--- config.mk ---
export PLATFORM = sky130hd
export DESIGN_NAME = div32_seq
export DESIGN_NICKNAME = d
export VERILOG_FILES = /design/src/rtl/div32_seq.sv
export SDC_FILE = /design/constraint.sdc
export NUM_CORES = 1
export LEC_CHECK = 0
export CAP_MARGIN = 20
export CORE_UTILIZATION = 50
export DETAILED_ROUTE_END_ITERATION = 12
export GPL_ROUTABILITY_DRIVEN = 0
export PLACE_DENSITY = 0.75
export SETUP_SLACK_MARGIN = 0.2
export SYNTH_ARGS = -nofsm -noshare
export SYNTH_HDL_FRONTEND = slang
export SYNTH_SLANG_ARGS = --single-unit
--- constraint.sdc ---
create_clock -name clk -period 2.87 [get_ports clk]
set_input_delay 0.4305 -clock clk [delete_from_list [all_inputs] [get_ports clk]]
set_output_delay 0.4305 -clock clk [all_outputs]
set_load 0.005 [all_outputs]
--- src/rtl/div32_seq.sv ---
// Sequential restoring divider: one quotient bit per RUN cycle, MSB first.
// A zero divisor bypasses RUN and reports all-ones quotient with dbz set.
module div32_seq #(
    parameter int unsigned N = 32
) (
    input  logic         clk,
    input  logic         rst,
    input  logic         start,
    input  logic [N-1:0] i0,
    input  logic [N-1:0] i1,
    output logic         busy,
    output logic         done,
    output logic [N-1:0] quot,
    output logic [N-1:0] rem,
    output logic         dbz
);

    localparam int unsigned CW = $clog2(N);
    localparam logic [CW-1:0] LAST = CW'(N - 1);

    typedef enum logic [1:0] {IDLE, RUN, DONE} state_t;

    state_t         state;
    logic [N-1:0]   a;
    logic [N-1:0]   d;
    logic [N-1:0]   r;
    logic [N-1:0]   q;
    logic [CW-1:0]  cnt;
    logic           zpend;

    logic [N:0]     sh;
    logic [N+1:0]   sum;
    logic           nb;
    logic [N-1:0]   rnext;
    logic [N-1:0]   qnext;

    // Carry-out of R + ~D + 1 is set exactly when the shifted remainder >= D.
    always_comb begin
        sh    = {r, a[N-1]};
        sum   = {1'b0, sh} + {1'b0, ~{1'b0, d}} + (N+2)'(1);
        nb    = sum[N+1];
        rnext = nb ? sum[N-1:0] : sh[N-1:0];
        qnext = {q[N-2:0], nb};
    end

    always_ff @(posedge clk) begin
        if (rst) begin
            state <= IDLE;
            a     <= '0;
            d     <= '0;
            r     <= '0;
            q     <= '0;
            cnt   <= '0;
            zpend <= 1'b0;
            busy  <= 1'b0;
            done  <= 1'b0;
            quot  <= '0;
            rem   <= '0;
            dbz   <= 1'b0;
        end else begin
            done <= 1'b0;
            case (state)
                IDLE, DONE: begin
                    // A zero-divisor start spends one cycle here before reporting.
                    if (zpend) begin
                        zpend <= 1'b0;
                        state <= DONE;
                        done  <= 1'b1;
                        quot  <= '1;
                        rem   <= a;
                        dbz   <= 1'b1;
                    end else if (start) begin
                        a   <= i0;
                        d   <= i1;
                        r   <= '0;
                        q   <= '0;
                        cnt <= '0;
                        dbz <= 1'b0;
                        if (i1 != '0) begin
                            state <= RUN;
                            busy  <= 1'b1;
                        end else begin
                            state <= IDLE;
                            zpend <= 1'b1;
                        end
                    end else begin
                        state <= IDLE;
                    end
                end
                RUN: begin
                    a   <= a << 1;
                    r   <= rnext;
                    q   <= qnext;
                    cnt <= cnt + CW'(1);
                    if (cnt == LAST) begin
                        state <= DONE;
                        busy  <= 1'b0;
                        done  <= 1'b1;
                        quot  <= qnext;
                        rem   <= rnext;
                    end
                end
                default: begin
                    state <= IDLE;
                    busy  <= 1'b0;
                end
            endcase
        end
    end

endmodule

==> results.ini, run 1 <==
[power]
ir_drop_mv = 0.643
power.density_nw_per_um2 = 1030
internal_power_w = 0.00848
power_w = 0.0144
leakagePower_nw = 5.08
switching_share = 0.409
seqPwrFrac = 0.226
pwr-share-clk = 0.207
power_frac_comb = 0.568
p_sw_w = 0.00588

[sta]
finClkSkew_ps = 10.6
final_max_slew_viol_count = 0
tns_ps = -1980
slew-limit-headroom = 0.363
worst_slack_ps = -180
post-route-period-util = 1.06
hold_viol_final = 0
finalSetupViolCount = 40
rsz0062_at_grt = true
tightest_slew_ps = 953
timing.fmax_ghz = 0.328
post-route-min-period_ps = 3050

[worst_setup_path]
cp_num_buf_inv = 2
slowest_stage = a2111oi_4
critPathKind = flip-flop to flip-flop
crit_fanout = 3
cp-start-kind = flip-flop
cp_top_family = compound AO/OA/AOI/OAI gates
path_cells = inv_2 > ha_4 > inv_2 > fa_2 > a21o_1 > a221o_1 > a2111oi_4 > or3_4 > a21oi_2 > or3_4 > a31oi_4 > a211oi_1
end_kind = flip-flop
worst_ep_arrival_time_ps = 3420
r2r-start = a[31]
cp_data_required_time_ps = 3240
crit_path_start = a[31]
cpPeakStageDelay_ps = 390

[clock_network]
h-tree-depth = 1
clk_pin_slew_ps = 60
clockRootBuffer = clkbuf_16
hold_buffers = 0
cts.path.max_buffers = 3
cts_sinks = 202
cts_tree = built
cts_buffers = 23
clk_latency_ps = 530

[global_route]
overflow = 0
antenna_found_initial = 0
groute.usage.overall = 0.318
grt_pass1_vias = 9800
grt_pass1_wl_mm = 51.4
grt_start_max_net_pins = 173

[logic_synthesis]
synth_ff_type = dfxtp_1
postSynthCellCount = 1279
synth_fp_nets = 1381
synth_area_um2 = 9990
synth-seq-area-share = 0.405
synth_warnings = 0
synth_edf_count = 0
yosysUniqueCellTypes = 70
ys_ff_latch = 202
avgSynthCellArea_um2 = 7.81
ys_async_sr_fraction = 0

[status]
outcome = finished, violations left
violations = setup timing

[finish]
diodes = 0
regArea_um2 = 4070
multi_input_comb_area_um2 = 6360
fill_cells = 1450
final_cell_mix = nand2_1, dfxtp_1, clkdlybuf4s50_1
drive_above_1_share = 0.202
final_nets = 1549
synthToLayoutAreaGrowth_pct = 39.8
layout_commonest_cell = nand2_1

[route]
antenna_left = 0
route.detailed.drc = 0
avgRoutedWirePerCell_um = 20.6
via_per_inst = 6.24
drtIter0Drc = 1142
routed_wl_mm = 35.5
vias = 10800
drtPass1Iterations = 8

[hold_path]
hp-class = flip-flop to flip-flop
worstHoldStart = d[9]

[floorplanning]
fp-row-count = 51
coreArea_um2 = 19500
initial_core_util = 0.512
die_x_um = 143
dieArea_um2 = 20600
ios = 134
die_h_um = 143

[placement]
numPortBuffers = 133
hpwl_mm = 21.4

[flow_run]
drv_cap = 0

==> state kept, by name, indices dropped and copies added, names as in the netlist <==
register and flops:
cnt 5, r 32, rem 32, state 2, q 31, zpend 1
d 32, quot 32, busy 1, dbz 1, a 32, done 1
==> cell families (layout without fill, tap and decap cells) <==
logic type	after synthesis	count (layout)	share of synthesized area
mux	18	18	0.0182
buf+inv	137	319	0.0550
compound gates	331	331	0.221
simple gates	535	536	0.238
xor+xnor	21	21	0.0184
flops	202	202	0.405
fa+ha+maj	35	35	0.0446
==> layout make-up <==
type                            count  share of cell area
Inverter                           39              0.0107
Tap cell                          265              0.0237
Multi-Input combinational cell    941               0.456
Sequential cell                   202               0.291
Timing Repair Buffer              240               0.164
Clock buffer                       30              0.0452
Clock inverter                     10             0.00896
==> timing repair <==
action                     4_1_cts  5_1_grt
pin swaps                       38       30
setup buffers                   19        8
cloned                           1        0
setup endpoints to repair       66       65
resized for setup              107       91
==> cells in the mapped netlist (all sizes together), types with 8 or more instances <==
library cell,count,area (um^2)
nor4,9,62.6
dfxtp,202,4040
and3,11,68.8
a21o,17,128
a311oi,38,333
o211ai,9,67.6
xnor2,12,105
nor3,76,380
mux2i,17,170
buf,25,129
a211oi,23,193
nand2,229,876
nor2,110,415
nand2b,8,50.1
a31oi,16,106
a21oi,125,637
ha,34,425
clkbuf,73,274
nand4,15,93.8
xor2,9,78.8
nand3,49,245
inv,38,143
o21ai,50,250
==> layer usage <==
layer	up-vias	global-route usage	share of wire
met2	669	0.505	0.45
li1	4901	-	-
met3	174	0.0526	0.093
met4	0	0.143	0.056
met5	-	0	0
met1	5040	0.425	0.40
==> per-stage QoR <==
stage / worst slack [ps] / util / instances / cell area [um^2] / hold slack, ps
after global placement: 0.200 / 0.613 / 1659 / 12000 / 444
after global routing: -221 / 0.715 / 1727 / 14000 / 474
final: -180 / 0.715 / 1727 / 14000 / 456
after CTS: 87.0 / 0.687 / 1719 / 13400 / 457
after detailed placement: -73.6 / 0.613 / 1659 / 12000 / 446
after floorplan: 233 / - / 1279 / 10000 / 429
==> power groups by stage <==
| stage | combinational, W | sequential, W | clock, W |
|---|---|---|---|
| 6_report | 0.00815 | 0.00324 | 0.00297 |
| 5_1_grt | 0.00845 | 0.00325 | 0.00308 |
| 3_5_place_dp | 0.00489 | 0.00323 | 0 |
| 3_3_place_gp | 0.00482 | 0.00322 | 0 |
| 4_1_cts | 0.00631 | 0.00320 | 0.00298 |
| 2_1_floorplan | 0.00332 | 0.00315 | 0 |
==> worst min-delay path: stages (launching register included) <==
cell	delay [ps]
dfxtp_1	310
nand2_1	50
a21oi_1	50
==> worst paths after layout <==
check	end	slack, ps	cells past startpoint
worst min-delay path	d[9]	460	2
worst max-delay path	rem[26]	-180	12
worst max register to register	rem[26]	-180	12
worst min register to register	d[9]	460	2
(Power assumes the default switching activity.)
==> run 2, diff against run 1 <==
PLACE_DENSITY = unset   (was 0.75)
PLACE_DENSITY_LB_ADDON = 0.08   (was unset)
==> run 2 against run 1 <==
Against the previous run:
- the run still ends with setup timing left
- power is 2.4% lower
- worst hold slack worse by 230 ps
- critical path depth is 1 higher
- register-to-register slack hardly changed
- clock power hardly changed
- first-iteration DRC count is 22% lower
- global-route usage is 1.5 points lower
- critical path type unchanged
==> results.ini, run 2 (synthesized netlist as in run 1, its figures left out) <==
[finish]
final_nets = 1555  ; was 1549
multi_input_comb_area_um2 = 6410  ; was 6360 um^2
diodes = 0  ; unchanged
layout_commonest_cell = nand2_1  ; unchanged
final_core_util = 0.719  ; was 0.715
drive_above_1_share = 0.215  ; was 0.202
regArea_um2 = 4070  ; about the same
synthToLayoutAreaGrowth_pct = 40.5  ; was 39.8%
fill_cells = 1559  ; was 1450
final_cell_mix = nand2_1, dfxtp_1, clkdlybuf4s50_1  ; unchanged

[floorplanning]
coreArea_um2 = 19500  ; unchanged
fp-row-count = 51  ; unchanged
ios = 134  ; unchanged
dieArea_um2 = 20600  ; unchanged
die_h_um = 143  ; unchanged
die_x_um = 143  ; unchanged
initial_core_util = 0.512  ; unchanged

[clock_network]
clk_pin_slew_ps = 60  ; about the same
hold_buffers = 0  ; unchanged
cts_tree = built  ; unchanged
h-tree-depth = 1  ; unchanged
clk_latency_ps = 510  ; was 530 ps
cts_buffers = 22  ; was 23
cts.path.max_buffers = 3  ; unchanged
clockRootBuffer = clkbuf_16  ; unchanged
cts_sinks = 202  ; unchanged

[hold_path]
worstHoldStart = rst  ; was d[9]
whs_path_depth = 2  ; unchanged
hold_end = a[15]  ; was d[9]
hp-class = input port to flip-flop  ; was flip-flop to flip-flop

[route]
vias = 10400  ; was 10800
routed_wl_mm = 33.0  ; was 35.5 mm
antenna_left = 0  ; unchanged
route.detailed.drc = 0  ; unchanged
drtIter0Drc = 893  ; was 1142
drtPass1Iterations = 5  ; was 8
avgRoutedWirePerCell_um = 19.0  ; was 20.6 um
via_per_inst = 5.97  ; was 6.24

[global_route]
antenna_found_initial = 0  ; unchanged
grt_pass1_vias = 9273  ; was 9800
grt_pass1_wl_mm = 49.1  ; was 51.4 mm
groute.usage.overall = 0.304  ; was 0.318
grt_start_max_net_pins = 93  ; was 173
overflow = 0  ; unchanged

[worst_setup_path]
r2r-start = d[12]  ; was a[31]
worst_ep_arrival_time_ps = 3390  ; was 3420 ps
cp_num_buf_inv = 4  ; was 2
reg2reg_depth = 13  ; was 12
slowest_stage = a211oi_4  ; was a2111oi_4
cp_num_cells = 13  ; was 12
cp-start-kind = flip-flop  ; unchanged
cp_data_required_time_ps = 3220  ; was 3240 ps
rr_endpoint = rem[24]  ; was rem[26]
crit_fanout = 5  ; was 3
r2r_setup_slack_ps = -170  ; was -180 ps
critPathKind = flip-flop to flip-flop  ; unchanged
end_kind = flip-flop  ; unchanged
crit_path_start = d[12]  ; was a[31]
path_cells = inv_2 > ha_4 > nand4_1 > or2_4 > a211oi_4 > o31ai_4 > buf_4 > buf_6 > a211oi_4 > buf_6 > nor3_4 > a22oi_2 > a211oi_2  ; was inv_2 > ha_4 > inv_2 > fa_2 > a21o_1 > a221o_1 > a2111oi_4 > or3_4 > a21oi_2 > or3_4 > a31oi_4 > a211oi_1
cp_top_family = compound AO/OA/AOI/OAI gates  ; unchanged
cpPeakStageDelay_ps = 340  ; was 390 ps

[power]
internal_power_w = 0.00840  ; was 0.00848 W
switching_share = 0.401  ; was 0.409
p_sw_w = 0.00562  ; was 0.00588 W
ir_drop_mv = 0.582  ; was 0.643 mV
leakagePower_nw = 5.11  ; was 5.08 nW
power.density_nw_per_um2 = 998  ; was 1030 nW/um^2
power_frac_comb = 0.557  ; was 0.568
seqPwrFrac = 0.232  ; was 0.226
pwr-share-clk = 0.211  ; was 0.207

[sta]
slew-limit-headroom = 0.430  ; was 0.363
post-route-min-period_ps = 3040  ; was 3050 ps
timing.fmax_ghz = 0.329  ; was 0.328 GHz
post-route-period-util = 1.06  ; about the same
finClkSkew_ps = 14.7  ; was 10.6 ps
hold_viol_final = 0  ; unchanged
worst_slack_ps = -170  ; was -180 ps
finalSetupViolCount = 12  ; was 40
tns_ps = -728  ; was -1980 ps
rsz0062_at_grt = true  ; unchanged
tightest_slew_ps = 855  ; was 953 ps
final_max_slew_viol_count = 0  ; unchanged
hold_ws_ps = 226  ; was 456 ps

[placement]
numPortBuffers = 133  ; unchanged
hpwl_mm = 21.5  ; was 21.4 mm
place_ws_ps = -137  ; was -73.6 ps

[flow_run]
drv_cap = 0  ; unchanged

[status]
violations = setup timing  ; unchanged
outcome = finished, violations left  ; unchanged

==> run 2: cell types whose count changed in the layout (fill, tap and decap cells not counted), moves of 3 or more <==
cell,before,now
nand3_1,48,45
a211oi_1,13,10
a211oi_2,5,9
o21ai_1,24,28
nand3_2,0,4
clkinv_2,4,7
o21ai_2,7,4
nand2_1,228,225
buf_12,8,5
buf_4,86,98
ha_1,16,19
==> run 2: metal layers <==
| layer | GRT usage | vias up | routed length (um) |
|---|---|---|---|
| met2 | 0.487 | 440 | 15400 |
| li1 | - | 4918 | - |
| met5 | 0 | - | 0 |
| met4 | 0.143 | 0 | 1700 |
| met3 | 0.0403 | 103 | 2190 |
| met1 | 0.405 | 4892 | 13700 |
==> run 2: worst reg2reg max path: stages (launching register included) <==
cell      delay [ps]
dfxtp_2          330
inv_2             40
ha_4             290
nand4_1          190
or2_4            330
a211oi_4         270
o31ai_4          120
buf_4            160
buf_6            110
a211oi_4         340
buf_6            200
nor3_4            60
a22oi_2          320
a211oi_2         130
==> run 2: area by class of cell <==
type                    count  area share
clock buffers              27      0.0427
clock inverters            13      0.0112
inverters                  39      0.0104
multi-input cells         940       0.456
flip-flops and latches    202       0.290
well taps                 265      0.0236
repair buffers            248       0.166
==> run 2: worst max-delay path by stage <==
stage                    to  slack (ps)
floorplan           rem[26]         230
global placement      r[24]        -0.8
detailed placement    r[24]        -140
CTS                 rem[24]          20
global route        rem[24]        -210
finish              rem[24]        -170
==> run 2: metrics by stage <==
step                      instances  cell area (um^2)  power, W
after detailed placement       1657             11900   0.00806
final                          1734             14000    0.0140
after global placement         1657             11900   0.00804
after floorplan                1279             10000   0.00647
after CTS                      1711             13300    0.0125
after global routing           1734             14000    0.0145
==> run 2: power groups by stage <==
stage          sequential (W)  combinational, W  clock (W)
3_5_place_dp          0.00325           0.00481          0
2_1_floorplan         0.00315           0.00332          0
6_report              0.00325           0.00780    0.00296
3_3_place_gp          0.00325           0.00479          0
4_1_cts               0.00321           0.00630    0.00297
5_1_grt               0.00326           0.00818    0.00310
==> run 2: timing repair <==
action,CTS,global route
gates resized for setup,89,120
cloned,1,0
setup endpoints to repair,61,63
hold endpoints to repair,0,0
buffers inserted,13,23
pin swaps,26,60
==> run 3, diff against run 2 <==
GPL_ROUTABILITY_DRIVEN = unset   (was 0)
==> run 3 against run 2 <==
Against the previous run:
- the flow still finishes with violations (setup timing)
- non-clock buffer count down 6
- routed wire length down 0.11%
- fmax up 5.5%
- clock power up 6%
- critical path type unchanged
- largest cell class unchanged
- highest routed layer unchanged
==> results.ini, run 3 (synthesized netlist as in run 1, its figures left out) <==
[status]
outcome = finished, violations left  ; unchanged
violations = setup timing  ; unchanged

[route]
drtIter0Drc = 766  ; was 893
avgRoutedWirePerCell_um = 19.1  ; was 19.0 um
antenna_left = 0  ; unchanged
via_per_inst = 5.92  ; was 5.97
vias = 10200  ; was 10400
drtPass1Iterations = 7  ; was 5
routed_wl_mm = 33.0  ; about the same
route.detailed.drc = 0  ; unchanged

[floorplanning]
die_x_um = 143  ; unchanged
initial_core_util = 0.512  ; unchanged
ios = 134  ; unchanged
die_h_um = 143  ; unchanged
coreArea_um2 = 19500  ; unchanged
dieArea_um2 = 20600  ; unchanged
fp-row-count = 51  ; unchanged

[finish]
drive_above_1_share = 0.214  ; was 0.215
final_core_util = 0.716  ; was 0.719
synthToLayoutAreaGrowth_pct = 39.9  ; was 40.5%
diodes = 0  ; unchanged
layout_commonest_cell = nand2_1  ; unchanged
design_area_um2 = 14000  ; about the same
final_cell_mix = nand2_1, dfxtp_1, clkdlybuf4s50_1  ; unchanged
final_nets = 1549  ; was 1555
instances_no_fill = 1727  ; was 1734

[worst_setup_path]
worstSetupEndpoint = rem[24]  ; unchanged
cp_data_required_time_ps = 3240  ; was 3220 ps
cp-start-kind = flip-flop  ; unchanged
rr_endpoint = rem[24]  ; unchanged
reg2reg_depth = 13  ; unchanged
cpPeakStageDelay_ps = 350  ; was 340 ps
slowest_stage = fa_2  ; was a211oi_4
crit_path_start = a[31]  ; was d[12]
path_cells = inv_2 > ha_4 > inv_2 > fa_2 > a21o_1 > a221oi_2 > a2111oi_1 > buf_4 > or2_2 > o41ai_2 > a311oi_1 > a22oi_1 > a211oi_1  ; was inv_2 > ha_4 > nand4_1 > or2_4 > a211oi_4 > o31ai_4 > buf_4 > buf_6 > a211oi_4 > buf_6 > nor3_4 > a22oi_2 > a211oi_2
end_kind = flip-flop  ; unchanged
crit_path_frequent_cell = inv_2
crit_fanout = 3  ; was 5
worst_ep_arrival_time_ps = 3250  ; was 3390 ps
r2r_setup_slack_ps = -10  ; was -170 ps
r2r-start = a[31]  ; was d[12]
critPathKind = flip-flop to flip-flop  ; unchanged

[clock_network]
cts_sinks = 202  ; unchanged
h-tree-depth = 1  ; unchanged
clockRootBuffer = clkbuf_16  ; unchanged
clk_latency_ps = 530  ; was 510 ps
cts_tree = built  ; unchanged
cts.path.max_buffers = 3  ; unchanged
clk_pin_slew_ps = 60  ; about the same
cts_buffers = 22  ; unchanged

[global_route]
antenna_found_initial = 0  ; unchanged
grt_start_max_net_pins = 114  ; was 93
grt_pass1_wl_mm = 50.9  ; was 49.1 mm
grt_pass1_vias = 9400  ; was 9273
groute.usage.overall = 0.317  ; was 0.304
overflow = 0  ; unchanged

[sta]
post-route-min-period_ps = 2880  ; was 3040 ps
slew-limit-headroom = 0.431  ; was 0.430
finClkSkew_ps = 12.7  ; was 14.7 ps
post-route-period-util = 1.00  ; was 1.06
finalSetupViolCount = 3  ; was 12
final_max_slew_viol_count = 0  ; unchanged
rsz0062_at_grt = true  ; unchanged
timing.fmax_ghz = 0.347  ; was 0.329 GHz
hold_viol_final = 0  ; unchanged
tightest_slew_ps = 850  ; was 855 ps
tns_ps = -23.6  ; was -728 ps
worst_slack_ps = -13.0  ; was -170 ps

[placement]
placed_cells = 1659  ; was 1657
hpwl_mm = 22.4  ; was 21.5 mm
numPortBuffers = 133  ; unchanged
finalWeightedCongestion = 0.976
placed_area_um2 = 12000  ; was 11900 um^2

[power]
leakagePower_nw = 5.10  ; was 5.11 nW
power_w = 0.0139  ; was 0.0140 W
ir_drop_mv = 0.656  ; was 0.582 mV
power.density_nw_per_um2 = 991  ; was 998 nW/um^2

[hold_path]
hp-class = input port to flip-flop  ; unchanged

[flow_run]
drv_cap = 0  ; unchanged

run 3: cell types whose count changed in the layout (fill, tap and decap cells not counted), moves of 4 or more:
cell	previous run	this run
o21ai_2	4	9
a31oi_2	0	4
buf_4	98	89
dfxtp_1	182	175
o21ai_1	28	24
clkinv_2	7	3
a31oi_4	6	2
dfxtp_2	18	27
run 3: where the power goes:
group,total [W],internal (W),switching [W],leakage [nW]
registers,0.00327,0.00301,0.000267,1.65
clock network,0.00313,0.00192,0.00121,0.391
logic,0.00745,0.00350,0.00395,3.06
run 3: layout make-up:
cell class / count / area, um^2
multi-input combinational: 940 / 6330
fill: 1587 / 5540
timing repair buffer: 242 / 2290
inverter: 39 / 146
clock inverter: 10 / 166
sequential: 202 / 4080
tap: 265 / 332
clock buffer: 29 / 637
run 3: how the worst min path moves through the flow:
stage               start  endpoint  cells past startpoint
finish                rst     r[22]                      4
global route          rst     r[25]                      4
CTS                   rst     r[23]                      4
detailed placement   d[4]      d[4]                      2
global placement    d[15]     d[15]                      2
floorplan           r[31]     r[31]                      2
run 3: what timing repair did:
action,4_1_cts,5_1_grt
setup buffers,18,10
resized for setup,83,123
hold buffers,0,0
pin swaps,34,42
cloned,1,0
setup endpoints to repair,63,64
run 3: through the flow:
stage / hold slack, ps / setup slack (ps)
after floorplan: 429 / 233
after global placement: 443 / -19.5
after detailed placement: 446 / -97.0
after CTS: 341 / 72.6
after global routing: 359 / -85.7
final: 357 / -13.0
run 3: worst max-delay path: cells and delay by family, from the launching register on:
family | cells | cell delay, ps
adders and majority gates | 2 | 490
DFF | 1 | 330
buffers and inverters | 3 | 270
AOI/OAI and AO/OA | 7 | 1310
and+or+nand+nor | 1 | 320
run 3: routing by layer:
metal / vias up / routed length (um) / global-route usage
met1: 4835 / 14000 / 0.419
li1: 4892 / - / -
met2: 385 / 15000 / 0.504
met3: 120 / 1970 / 0.0423
met4: 0 / 1910 / 0.166
met5: - / 0 / 0
